$ cat config.mk
export PLATFORM = sky130hd
export DESIGN_NAME = if_fetch_unit
export DESIGN_NICKNAME = d
export VERILOG_FILES = /design/src/rtl/if_pkg.sv /design/src/rtl/if_fetch_queue.sv /design/src/rtl/if_fetch_unit.sv
export SDC_FILE = /design/constraint.sdc
export NUM_CORES = 1
export LEC_CHECK = 0
export ABC_AREA = 1
export CAP_MARGIN = 30
export CORE_MARGIN = 2
export CORE_UTILIZATION = 50
export CTS_CLUSTER_DIAMETER = 60
export DETAILED_ROUTE_END_ITERATION = 7
export PLACE_DENSITY = 0.72
export SLEW_MARGIN = 20
export SYNTH_ARGS = -nofsm -noshare
export SYNTH_HDL_FRONTEND = slang
export SYNTH_SLANG_ARGS = --single-unit
$ cat constraint.sdc
create_clock -name clk -period 4.9 [get_ports clk]
set_input_delay 0.98 -clock clk [delete_from_list [all_inputs] [get_ports clk]]
set_output_delay 0.98 -clock clk [all_outputs]
set_load 0.005 [all_outputs]
$ cat src/rtl/if_pkg.sv
// Shared types and constants for the instruction-fetch front end.
package if_pkg;

  localparam int XLEN = 32;
  localparam logic [XLEN-1:0] RESET_PC_DEFAULT = '0;
  localparam int INST_BYTES = 4;

  typedef logic [XLEN-1:0] inst_t;
  typedef logic [XLEN-1:0] addr_t;

  typedef struct packed {
    addr_t pc;
    inst_t instr;
  } fetch_entry_t;

endpackage

$ cat src/rtl/if_fetch_queue.sv
// Synchronous FIFO with flush; holds fetched {pc,instr} pairs or, with a narrower
// entry type, the PCs of requests still in flight at the Icache.
module if_fetch_queue
  import if_pkg::*;
#(
  parameter int  DEPTH   = 4,
  parameter type entry_t = fetch_entry_t,
  localparam int CNT_W   = $clog2(DEPTH + 1)
) (
  input  logic             clk,
  input  logic             rst,
  input  logic             flush,
  input  logic             push,
  input  entry_t           push_data,
  input  logic             pop,
  output entry_t           head,
  output logic [CNT_W-1:0] count
);

  localparam int PTR_W = (DEPTH > 1) ? $clog2(DEPTH) : 1;

  entry_t           mem [DEPTH];
  logic [PTR_W-1:0] wr_ptr_q;
  logic [PTR_W-1:0] rd_ptr_q;
  logic [CNT_W-1:0] count_q;
  logic             full;
  logic             do_push;
  logic             do_pop;

  // Explicit wrap so non-power-of-2 depths work for the in-flight FIFO.
  function automatic logic [PTR_W-1:0] ptr_inc(input logic [PTR_W-1:0] p);
    return (p == PTR_W'(DEPTH - 1)) ? '0 : p + 1'b1;
  endfunction

  assign full    = (count_q == CNT_W'(DEPTH));
  assign do_pop  = pop & (count_q != '0);
  assign do_push = push & (~full | do_pop);

  always_ff @(posedge clk or posedge rst) begin
    if (rst) begin
      wr_ptr_q <= '0;
      rd_ptr_q <= '0;
      count_q  <= '0;
    end else if (flush) begin
      wr_ptr_q <= '0;
      rd_ptr_q <= '0;
      count_q  <= '0;
    end else begin
      if (do_push) wr_ptr_q <= ptr_inc(wr_ptr_q);
      if (do_pop)  rd_ptr_q <= ptr_inc(rd_ptr_q);
      case ({do_push, do_pop})
        2'b10:   count_q <= count_q + 1'b1;
        2'b01:   count_q <= count_q - 1'b1;
        default: count_q <= count_q;
      endcase
    end
  end

  always_ff @(posedge clk) begin
    if (do_push && !flush) mem[wr_ptr_q] <= push_data;
  end

  assign head  = mem[rd_ptr_q];
  assign count = count_q;

  // The caller's credit scheme must never push into a full queue without a pop.
  assert property (@(posedge clk) disable iff (rst)
    (push && !flush) |-> (!full || pop));

endmodule

$ cat src/rtl/if_fetch_unit.sv
// IF stage: sequential PC generation, credit-limited Icache requests, in-order
// responses into a fetch queue, and redirect handling by dropping stale responses.
module if_fetch_unit #(
  parameter int              XLEN      = if_pkg::XLEN,
  parameter logic [XLEN-1:0] RESET_PC  = if_pkg::RESET_PC_DEFAULT,
  parameter int              FQ_DEPTH  = 4,
  parameter int              MAX_OUTST = 2
) (
  input  logic            clk,
  input  logic            rst,
  input  logic            redirect_valid_i,
  input  logic [XLEN-1:0] redirect_pc_i,
  output logic            icache_req_o,
  output logic [XLEN-1:0] icache_req_pc_o,
  input  logic            icache_req_rdy_i,
  input  logic            icache_rsp_vld_i,
  input  logic [XLEN-1:0] icache_rsp_ins_i,
  output logic            id_valid_o,
  output logic [XLEN-1:0] id_pc_o,
  output logic [XLEN-1:0] id_instr_o,
  input  logic            id_ready_i
);

  import if_pkg::*;

  localparam int OW = $clog2(MAX_OUTST + 1);
  localparam int QW = $clog2(FQ_DEPTH + 1);

  typedef struct packed {
    logic [XLEN-1:0] pc;
    logic [XLEN-1:0] instr;
  } entry_t;

  logic [XLEN-1:0] pc_q;
  logic [OW-1:0]   outst_q;
  logic [OW-1:0]   outst_next;
  logic [OW-1:0]   drop_q;
  logic [QW-1:0]   fq_count;
  logic [OW-1:0]   pc_cnt;
  logic [XLEN-1:0] inflight_pc;
  logic            credit_ok;
  logic            fire;
  logic            rsp_drop;
  logic            rsp_accept;
  logic            fq_pop;
  entry_t          fq_push_data;
  entry_t          fq_head;

  // Every request must already own a queue slot, so responses never need back-pressure.
  assign credit_ok = (32'(outst_q) < 32'(MAX_OUTST)) &&
                     ((32'(outst_q) + 32'(fq_count)) < 32'(FQ_DEPTH));

  assign icache_req_o    = ~rst & ~redirect_valid_i & credit_ok;
  assign icache_req_pc_o = pc_q;

  assign fire       = icache_req_o & icache_req_rdy_i;
  assign rsp_drop   = icache_rsp_vld_i & (redirect_valid_i | (drop_q != '0));
  assign rsp_accept = icache_rsp_vld_i & ~rsp_drop;
  assign fq_pop     = id_valid_o & id_ready_i;

  always_comb begin
    outst_next = outst_q;
    case ({fire, icache_rsp_vld_i})
      2'b10:   outst_next = outst_q + 1'b1;
      2'b01:   outst_next = outst_q - 1'b1;
      default: outst_next = outst_q;
    endcase
  end

  always_ff @(posedge clk or posedge rst) begin
    if (rst) begin
      pc_q    <= RESET_PC;
      outst_q <= '0;
      drop_q  <= '0;
    end else begin
      outst_q <= outst_next;
      if (redirect_valid_i) begin
        // Everything still in flight after this cycle belongs to the old path.
        pc_q   <= redirect_pc_i;
        drop_q <= outst_q + OW'(fire) - OW'(icache_rsp_vld_i);
      end else begin
        if (fire) pc_q <= pc_q + XLEN'(INST_BYTES);
        if (icache_rsp_vld_i && (drop_q != '0)) drop_q <= drop_q - 1'b1;
      end
    end
  end

  // PCs of live requests, so each accepted response can be tagged with its address.
  if_fetch_queue #(
    .DEPTH   (MAX_OUTST),
    .entry_t (logic [XLEN-1:0])
  ) u_inflight_pc (
    .clk       (clk),
    .rst       (rst),
    .flush     (redirect_valid_i),
    .push      (fire),
    .push_data (pc_q),
    .pop       (rsp_accept),
    .head      (inflight_pc),
    .count     (pc_cnt)
  );

  assign fq_push_data = '{pc: inflight_pc, instr: icache_rsp_ins_i};

  if_fetch_queue #(
    .DEPTH   (FQ_DEPTH),
    .entry_t (entry_t)
  ) u_fetch_q (
    .clk       (clk),
    .rst       (rst),
    .flush     (redirect_valid_i),
    .push      (rsp_accept),
    .push_data (fq_push_data),
    .pop       (fq_pop),
    .head      (fq_head),
    .count     (fq_count)
  );

  assign id_valid_o = (fq_count != '0);
  assign id_pc_o    = fq_head.pc;
  assign id_instr_o = fq_head.instr;

  // An Icache returning more responses than requested is a protocol violation.
  assert property (@(posedge clk) disable iff (rst)
    icache_rsp_vld_i |-> (outst_q != '0));

  assert property (@(posedge clk) disable iff (rst)
    rsp_accept |-> (pc_cnt != '0));

endmodule

## Word level (Yosys, flattened, before mapping)

Memory sizes are Yosys's and may differ from the RTL's.
Cells that the tools add are included.

- Word-level logic and storage cells: 98
- Latch bits: 0
- Bits of input ports: 70
- Bits in writable memories: 320
- Register bits after elaboration: 47
- Memories kept: 2
- ROM bits: 0

- Mux-type cells: 25
- Eq/ne operators: 10
- Reductions and logical operators: 17
- Shift operators: 0
- Bitwise logic cells: 18
- $lt $le $gt $ge: 2
- Add/sub/neg operators: 15
- Divide/modulo/power cells: 0
- $mul: 0

Memory list:

| name | words | bits a word | read ports | clocked after Yosys merged registers in | wr ports | line | source |
|---|---|---|---|---|---|---|---|
| u_fetch_q.mem | 4 | 64 | 1 | 0 | 1 | if_fetch_queue.sv:22 | `entry_t mem [DEPTH];` |
| u_inflight_pc.mem | 2 | 32 | 1 | 0 | 1 | if_fetch_queue.sv:22 |  |

Operators by type and width:

| kind | number |
|---|---|
| two-way mux 32 bit | 2 |
| adder 32 x 3 -> 32 bit, second input constant | 1 |
| two-way mux 2 bit | 9 |
| nonzero test 2 bit | 9 |
| equality test 2 bit, second input constant | 6 |
| bitwise AND 1 bit | 10 |
| two-way mux 1 bit | 10 |
| nonzero test 3 bit | 3 |
| adder 2 x 1 -> 2 bit, second input constant | 4 |
| one-hot mux 2 bit (2 select lines) | 2 |
| equality test 2 x 1 -> 1 bit, second input constant | 3 |
| one-hot mux 3 bit (2 select lines) | 1 |
| subtractor 2 x 1 -> 2 bit, second input constant | 3 |
| NOT 1 bit | 5 |
| adder 2 x 3 -> 4 bit | 1 |
| logical AND 1 bit | 4 |
| less-than comparator 4 x 3 -> 1 bit, second input constant | 1 |
| adder 3 x 1 -> 3 bit, second input constant | 1 |
| equality test 3 bit, second input constant | 1 |
| two-way mux 3 bit | 1 |
| bitwise OR 1 bit | 3 |
| subtractor 3 x 1 -> 3 bit, second input constant | 1 |
| adder 1 bit, second input constant | 2 |
| adder 2 x 1 -> 2 bit | 1 |
| 3 further kinds | 3 |

## Longest topological paths before layout

- Word-level depth: 11
- Depth in mapped cells: 13
- Mapped depth without buffers: 12

## By module

A second synthesis with hierarchy kept.

- Cell total of the unflattened synthesis: 1323
- Area, all modules: 15303.4 µm²

By module, submodules not included:

| module | sequential area each (µm²) | area each (µm²) | times used | cells each |
|---|---|---|---|---|
| if_fetch_queue at u_fetch_q | 7862.5 | 9988.3 | 1 | 687 |
| if_fetch_unit | 900.9 | 2741.4 | 1 | 431 |
| if_fetch_queue at u_inflight_pc | 2021.9 | 2573.7 | 1 | 205 |

## Worst setup path after synthesis

Ideal clock, no wire load.

- Path kind: input -> register
- From: input redirect_valid_i
- To: memory u_fetch_q.mem[0][0] (netlist name) (enable)
- Stages on the path: 6
- Required time: 4414 ps
- Data arrival time: 4301 ps
- Path buffers: 1
- Path slack: 112 ps
- Cell sequence: buf_6 -> inv_4 -> nand3_1 -> a31oi_1 -> inv_1 -> nor2_1

- Cells in the longest elaborated chain, start to end: 8

RTL lines:

| what | line | source |
|---|---|---|
| from (decl) | if_fetch_unit.sv:11 | `input logic redirect_valid_i,` |
| bitwise OR 1 bit | if_fetch_unit.sv:57 | `assign rsp_drop = icache_rsp_vld_i & (redirect_valid_i \| (drop_q != '0));` |
| bitwise AND 1 bit | if_fetch_unit.sv:57 |  |
| NOT 1 bit | if_fetch_unit.sv:58 | `assign rsp_accept = icache_rsp_vld_i & ~rsp_drop;` |
| bitwise AND 1 bit | if_fetch_unit.sv:58 |  |
| bitwise AND 1 bit | if_fetch_queue.sv:37 | `assign do_push = push & (~full \| do_pop);` |
| logical AND 1 bit * | if_fetch_queue.sv:60 | `if (do_push && !flush) mem[wr_ptr_q] <= push_data;` |
| two-way mux 1 bit * | if_fetch_queue.sv:60 |  |
| two-way mux 1 bit (implied by the code) * | if_fetch_queue.sv:60 |  |
| to (decl) | if_fetch_queue.sv:22 |  |

Every way passes the cells marked *; elsewhere a longest branch is shown, timed or not.

## Final worst setup path

- From: register u_fetch_q.rd_ptr_q[0]
- To: output id_pc_o[16]

- Cells in the longest elaborated chain, start to end: 1

RTL lines:

| what | line | source |
|---|---|---|
| from (decl) | if_fetch_queue.sv:24 | `logic [PTR_W-1:0] rd_ptr_q;` |
| from (signal assigned) | if_fetch_queue.sv:50 | `if (do_pop) rd_ptr_q <= ptr_inc(rd_ptr_q);` |
| memory (4 x 64 bit) | - |  |
| to (decl) | if_fetch_unit.sv:19 | `output logic [XLEN-1:0] id_pc_o,` |

Every way passes these cells.

==> out/results.tsv <==
metric	value	unit
cp_max_fo	106	
grtUsageMet2	34.40	%
max_cap_violations	0	
num_vias	10067	
cts-htree-levels	2	
hold_buffers	0	
cts_buffers	37	
fillers	2321	
yosys.area.top_type	edfxtp_1	
io_pins	168	
synth-seq-cells	367	
wl_per_cell	17.56	µm
antenna_found_initial	0	
syn_inst	1282	
place.gp.congestion	0.9705	
ys_warn_count	0	
grt_pass1_vias	9706	
dp_hpwl	20.22	mm
cts.path.max_buffers	3	
syn2layout_area_growth	22.21	%
die-height	177.2	µm
rows	63	
use_met1	29.68	%
ir_drop	268.4	µV
status	completed	
end_kind	output port	
final_cell_mix	edfxtp_1, nand2_1, nor2_1, clkdlybuf4s50_1, o21ai_0	
finalSetupViolCount	0	
path_clk_slew	0.06	ns
period_share	76.61	%
routed_via_density	5.404	
post_cts_resized	0	
syn_avg_cell_area	11.70	µm²
routed_wl	32.72	mm
dieArea	0.03139	mm²
synth_top_area_share	64.09	%
final_cells	1863	
grt_remaining_overflow	0	
dp_cells	1798	
fin_skew	0.008912	ns
final_hold_viol_count	0	
grt_usage	21.16	%
cp-start-kind	flip-flop	
drt_iter0_drc	887	
maxSlewViolCount	0	
path_class	reg2out	
synth_edf_count	320	
grt_max_degree	130	
diodes	0	
die-width	177.2	µm
clk_latency	0.51	ns
portBuffers	167	
clock-sinks	367	
synth_top_flop_cell	edfxtp_1	
crit_required	3.92	ns
initial_utilization	50.73	%
max_slew_margin	53.91	%
synth_fp_nets	1363	
leakagePower	6.602	nW
busiest_layer	met2	
drc	0	
syn_area	0.01499	mm²
max_freq	266.4	MHz
nNetsFinal	1528	
powerDensity	438.5	mW/mm²
hold_class	reg2reg	
worst_pin_slew	0.6913	ns
drive_gt1_share	6.653	%
timing.final.crit_period	3.754	ns
core-area	0.02956	mm²
postCtsSetupRepairBufs	0	
cts_tree	yes	
final_common_cell	edfxtp_1	
worstPathArrival	2.77	ns
dr.pass1.iters	5	
async_flop_share	12.81	%
ant_nets	0	
synth_area_leaders	edfxtp_1, dfrtp_1, nand2_1	
yosysSeqAreaShare	71.93	%
grtUsageMet3	3.071	%
rsz0062_at_grt	no	
root_buffer	clkbuf_16	
synth_cell_type_count	33	
setup_tns	0	ns
grt_first_pass_wirelength	51.58	mm
-- synth_stat cells, types with 4 or more instances --
library cell and number:
edfxtp_1 320, nand2_1 275, nor2_1 184, o21ai_0 153, o22ai_1 64, inv_1 59, dfrtp_1 47, nand3_1 45
clkbuf_1 42, buf_2 13, ha_1 10, o211ai_1 10, xor2_1 10, a21oi_1 8, nand2_2 7, xnor2_1 5
nor3_1 4
-- power by group --
part / total, W / switching (W) / internal, W
Clock: 0.00266 / 0.00110 / 0.00156
Combinational: 0.00161 / 0.000862 / 0.000744
Sequential: 0.00377 / 0.000158 / 0.00361
Total: 0.00804 / 0.00212 / 0.00591
-- through the flow --
stage | area (µm²) | util (%) | power [W] | hold WS (ns) | setup WS (ns)
6_report | 18330 | 61.99 | 0.008036 | 0.5447 | 1.146
5_1_grt | 18330 | 61.99 | 0.008415 | 0.5800 | 1.020
4_1_cts | 18330 | 61.99 | 0.008106 | 0.5493 | 1.139
3_5_place_dp | 17180 | 58.11 | 0.005446 | 0.5459 | 1.252
3_3_place_gp | 17160 | 58.04 | 0.005409 | 0.5197 | 1.309
2_1_floorplan | 14990 | - | 0.004603 | 0.4847 | 0.1124
-- cells by family (layout without fill, tap and decap cells) --
| kind of cell | after synthesis | after routing | synth area share [%] |
|---|---|---|---|
| DFF | 367 | 367 | 71.93 |
| xor gates and xnor gates | 15 | 15 | 0.8761 |
| and+or+nand+nor | 525 | 525 | 14.10 |
| buffers and inverters | 124 | 315 | 3.354 |
| adders and majority gates | 11 | 11 | 0.9680 |
| AOI/OAI and AO/OA | 240 | 240 | 8.770 |
-- sequential cells by signal, summed over array words and instances (netlist names) --
signal	count
drop_q	2
icache_req_pc_o	32
outst_q	2
u_fetch_q.count	3
u_fetch_q.mem	256
u_fetch_q.rd_ptr_q	2
u_fetch_q.wr_ptr_q	2
u_inflight_pc.count	2
u_inflight_pc.mem	64
u_inflight_pc.rd_ptr_q	1
u_inflight_pc.wr_ptr_q	1
-- final timing paths --
path	start	endpoint	slack, ns	cells past startpoint
max in group asynchronous	rst	icache_req_pc_o[5]	3.60	3
setup / recovery	u_fetch_q.rd_ptr_q[0]	id_pc_o[16]	1.15	5
min in group asynchronous	rst	outst_q[0]	0.79	2
hold / removal	u_inflight_pc.wr_ptr_q	u_inflight_pc.wr_ptr_q	0.54	1
setup reg to reg	drop_q[0]	u_fetch_q.mem[1][21]	2.39	7
hold reg to reg	u_inflight_pc.wr_ptr_q	u_inflight_pc.wr_ptr_q	0.54	1
-- layer usage --
layer,vias up,wire length [µm],part of all wire (%)
met5,-,0,0
met4,0,816,2.5
met3,63,1945,5.9
met2,348,15480,47
met1,4842,14480,44
li1,4814,-,-
-- layout make-up --
class | count | area [µm²] | share of cell area [%]
Clock inverter | 18 | 141.4 | 0.7715
Sequential cell | 367 | 10790 | 58.88
Clock buffer | 47 | 1006 | 5.490
Multi-Input combinational cell | 791 | 3741 | 20.42
Inverter | 64 | 244.0 | 1.331
Tap cell | 390 | 488.0 | 2.663
Timing Repair Buffer | 186 | 1914 | 10.45
-- critical path: stages, from the launching register on --
cell and delay, ns:
dfrtp_4 0.49, clkinv_2 0.26, buf_12 0.40, o21ai_0 0.15, o22ai_1 0.31, clkdlybuf4s50_1 0.58
Power figures use the tool's default switching activity.
==> RTL edit, RTL diff (same flow settings) <==
The parameter `FQ_DEPTH` goes from 4 to 16.
--- a/src/rtl/if_fetch_unit.sv
+++ b/src/rtl/if_fetch_unit.sv
@@ -3,7 +3,7 @@
 module if_fetch_unit #(
   parameter int              XLEN      = if_pkg::XLEN,
   parameter logic [XLEN-1:0] RESET_PC  = if_pkg::RESET_PC_DEFAULT,
-  parameter int              FQ_DEPTH  = 4,
+  parameter int              FQ_DEPTH  = 16,
   parameter int              MAX_OUTST = 2
 ) (
   input  logic            clk,
Behaviour: not the same (a bounded check fails within 4 cycles, from zero or initial values and one cycle with rst high).
==> RTL edit against the unedited design <==
- worst setup slack got worse by 590 ps
- wire length rose to 3.3 times the old value
- die area rose to 3.1 times the old value
- synthesized cell count rose to 3.0 times the old value
- sequential cell count rose by 774
- critical path type unchanged
- global-route usage rose by 0.99 points
- largest power group unchanged
- final area rose to 3.0 times the old value
- total power rose to 2.8 times the old value
- area after synthesis rose to 3.2 times the old value
- first-iteration DRC count rose to 3.4 times the old value
==> RTL edit: results (changes against the unedited design) <==
----------------------------------------------------
[CTS]
  Deepest clock path buffer count ... 3 (unchanged)
  Register clock-pin slew on the reported worst setup and hold paths ... 60 ps (about the same)
  Number of H-tree levels ... 3 (+1)
  Clock latency of the later-clocked register in the worst-skew pair ... 690 ps (+180 ps)
  Num CTS Buffers ... 114 (+210%)
  Root Buffer Master ... clkbuf_16
  CTS-repair resized insts ... 0 (unchanged)

[Global route]
  Met1 global-route usage ... 30.3% (+0.60 points)
  Largest net degree at the start of global routing ... 134 (+3.1%)
  Gr usage total ... 22.1% (+0.99 points)
  Met2 usage ... 36.9% (+2.5 points)
  Wire length of the first global-routing pass ... 167000 microns (+220%)
  GR met3 Demand/Resource ... 3.54% (+0.47 points)
  Antenna violations before repair ... 2 (+2)
  Via count of the first global-routing pass ... 28900 (+200%)

[Timing]
  Final Hold Violating Endpoints ... 0 (unchanged)
  Max Clock Skew ... 29.2 ps (+20.2 ps)
  Remaining max-slew budget at the tightest pin ... 39.9% (-14 points)

[Synthesis]
  Synth Flop Type ... edfxtp_1
  Number of warning messages in the yosys log ... 0 (unchanged)
  Sequential cell area fraction in the yosys report ... 71.6% (-0.29 points)
  Count of different cell masters after synthesis ... 35 (+6.1%)
  Async SR Flop Fraction ... 4.65% (-8.2 points)
  Main area contributors after synthesis ... edfxtp_1, o211ai_1, nand2_1, inv_1, nand3_1
  Post-Syn Nets ... 3896 (+190%)
  Ranking of synthesized cells by instance count ... edfxtp_1, nand2_1, inv_1
  Number of synthesized flops with an enable pin ... 1088 (+240%)

[Power]
  Part of the power in combinational logic ... 14.7% (-5.3 points)
  Total net switching power ... 5.87 mW (+180%)
  Register share of total power ... 48.9% (+2.0 points)
  Static leakage ... 18.8 nW (+180%)
  Worst voltage drop across the vdd grid ... 0.304 mV (+13%)
  Combinational group power ... 3.34 mW (+110%)

[Layout]
  Fin nets ... 4039 (+160%)
  Number of flip-flops in the largest register ... 1024 (+300%)
  Share of layout cells above drive strength 1 ... 7.14% (+0.48 points)

[Drt]
  Violation count after the first detailed-route iteration ... 3048 (+240%)
  Number of iterations in the first detailed-routing pass ... 6 (+1)
  Routed length on met2 ... 52900 microns (+240%)
  Met3 Routed Length ... 7370 microns (+280%)
  Detailed-route wire length on metal 1 ... 46400 microns (+220%)
  Per-cell via count in the routed design ... 5.56 (+2.9%)
  Top Metal Used ... met5
  WL/cell ... 20.6 microns (+17%)

[Critical path]
  CP Data Arrival Time ... 3360 ps (+590 ps)
  Data required time at the worst endpoint ... 3920 ps (about the same)
  Maximum fanout count along the critical path ... 55 (-48%)

[Run status]
  Result of the run ... finished, final reports clean

[Placement]
  Count of input and output buffers ... 167 (unchanged)
  Final weighted congestion in routability-driven placement ... 0.822 (-15%)
  DP Wirelength ... 58100 microns (+190%)

[Hold path]
  Worst min path class ... flip-flop to flip-flop

----------------------------------------------------
-- RTL edit: logic make-up (layout without fill, tap and decap cells) --
family	after synthesis	count (layout)	synth area share, %
DFF	1141	1141	71.6
and+or+nand+nor	1071	1071	9.66
AOI/OAI and AO/OA	753	753	9.71
buffers and inverters	747	986	6.86
muxes	64	64	1.35
xor gates and xnor gates	20	20	0.369
adders and majority gates	15	15	0.411
other	0	1	0
-- RTL edit: through the flow --
| stage | util (%) | setup slack, ps | cell area (sq um) | std cells |
|---|---|---|---|---|
| after floorplan | - | 50.3 | 47500 | 3811 |
| after global placement | 53.9 | 1040 | 50500 | 5091 |
| after detailed placement | 53.9 | 1000 | 50500 | 5091 |
| after CTS | 57.7 | 544 | 54100 | 5303 |
| after global routing | 57.7 | 416 | 54100 | 5304 |
| final | 57.7 | 558 | 54100 | 5305 |
-- RTL edit: path summary, 6_finish.rpt --
kind / startpoint / slack [ps] / depth (start not counted) / to
setup reg to reg: drop_q[0] / 1980 / 7 / u_fetch_q.mem[7][8]
max in group asynchronous: rst / 3450 / 3 / u_fetch_q.rd_ptr_q[3]
min in group asynchronous: rst / 890 / 3 / outst_q[1]
setup / recovery: u_fetch_q.rd_ptr_q[1] / 560 / 6 / id_instr_o[19]
hold / removal: outst_q[0] / 560 / 1 / outst_q[0]
hold reg to reg: outst_q[0] / 560 / 1 / outst_q[0]
-- RTL edit: critical path: stages, from the launching register on --
cell and delay, ps:
dfrtp_4 930, buf_4 580, o211ai_1 190, nand3_1 140, nand3_1 130, nand2_1 120, clkdlybuf4s50_1 500
-- RTL edit: area by class of cell --
cell class	instances	area [sq um]
fillers	7235	39600
flip-flops and latches	1141	34000
multi-input cells	1923	10300
clock buffers	149	3110
repair buffers	252	2670
inverters	522	1970
well taps	1254	1570
clock inverters	63	457
diodes	1	2.50
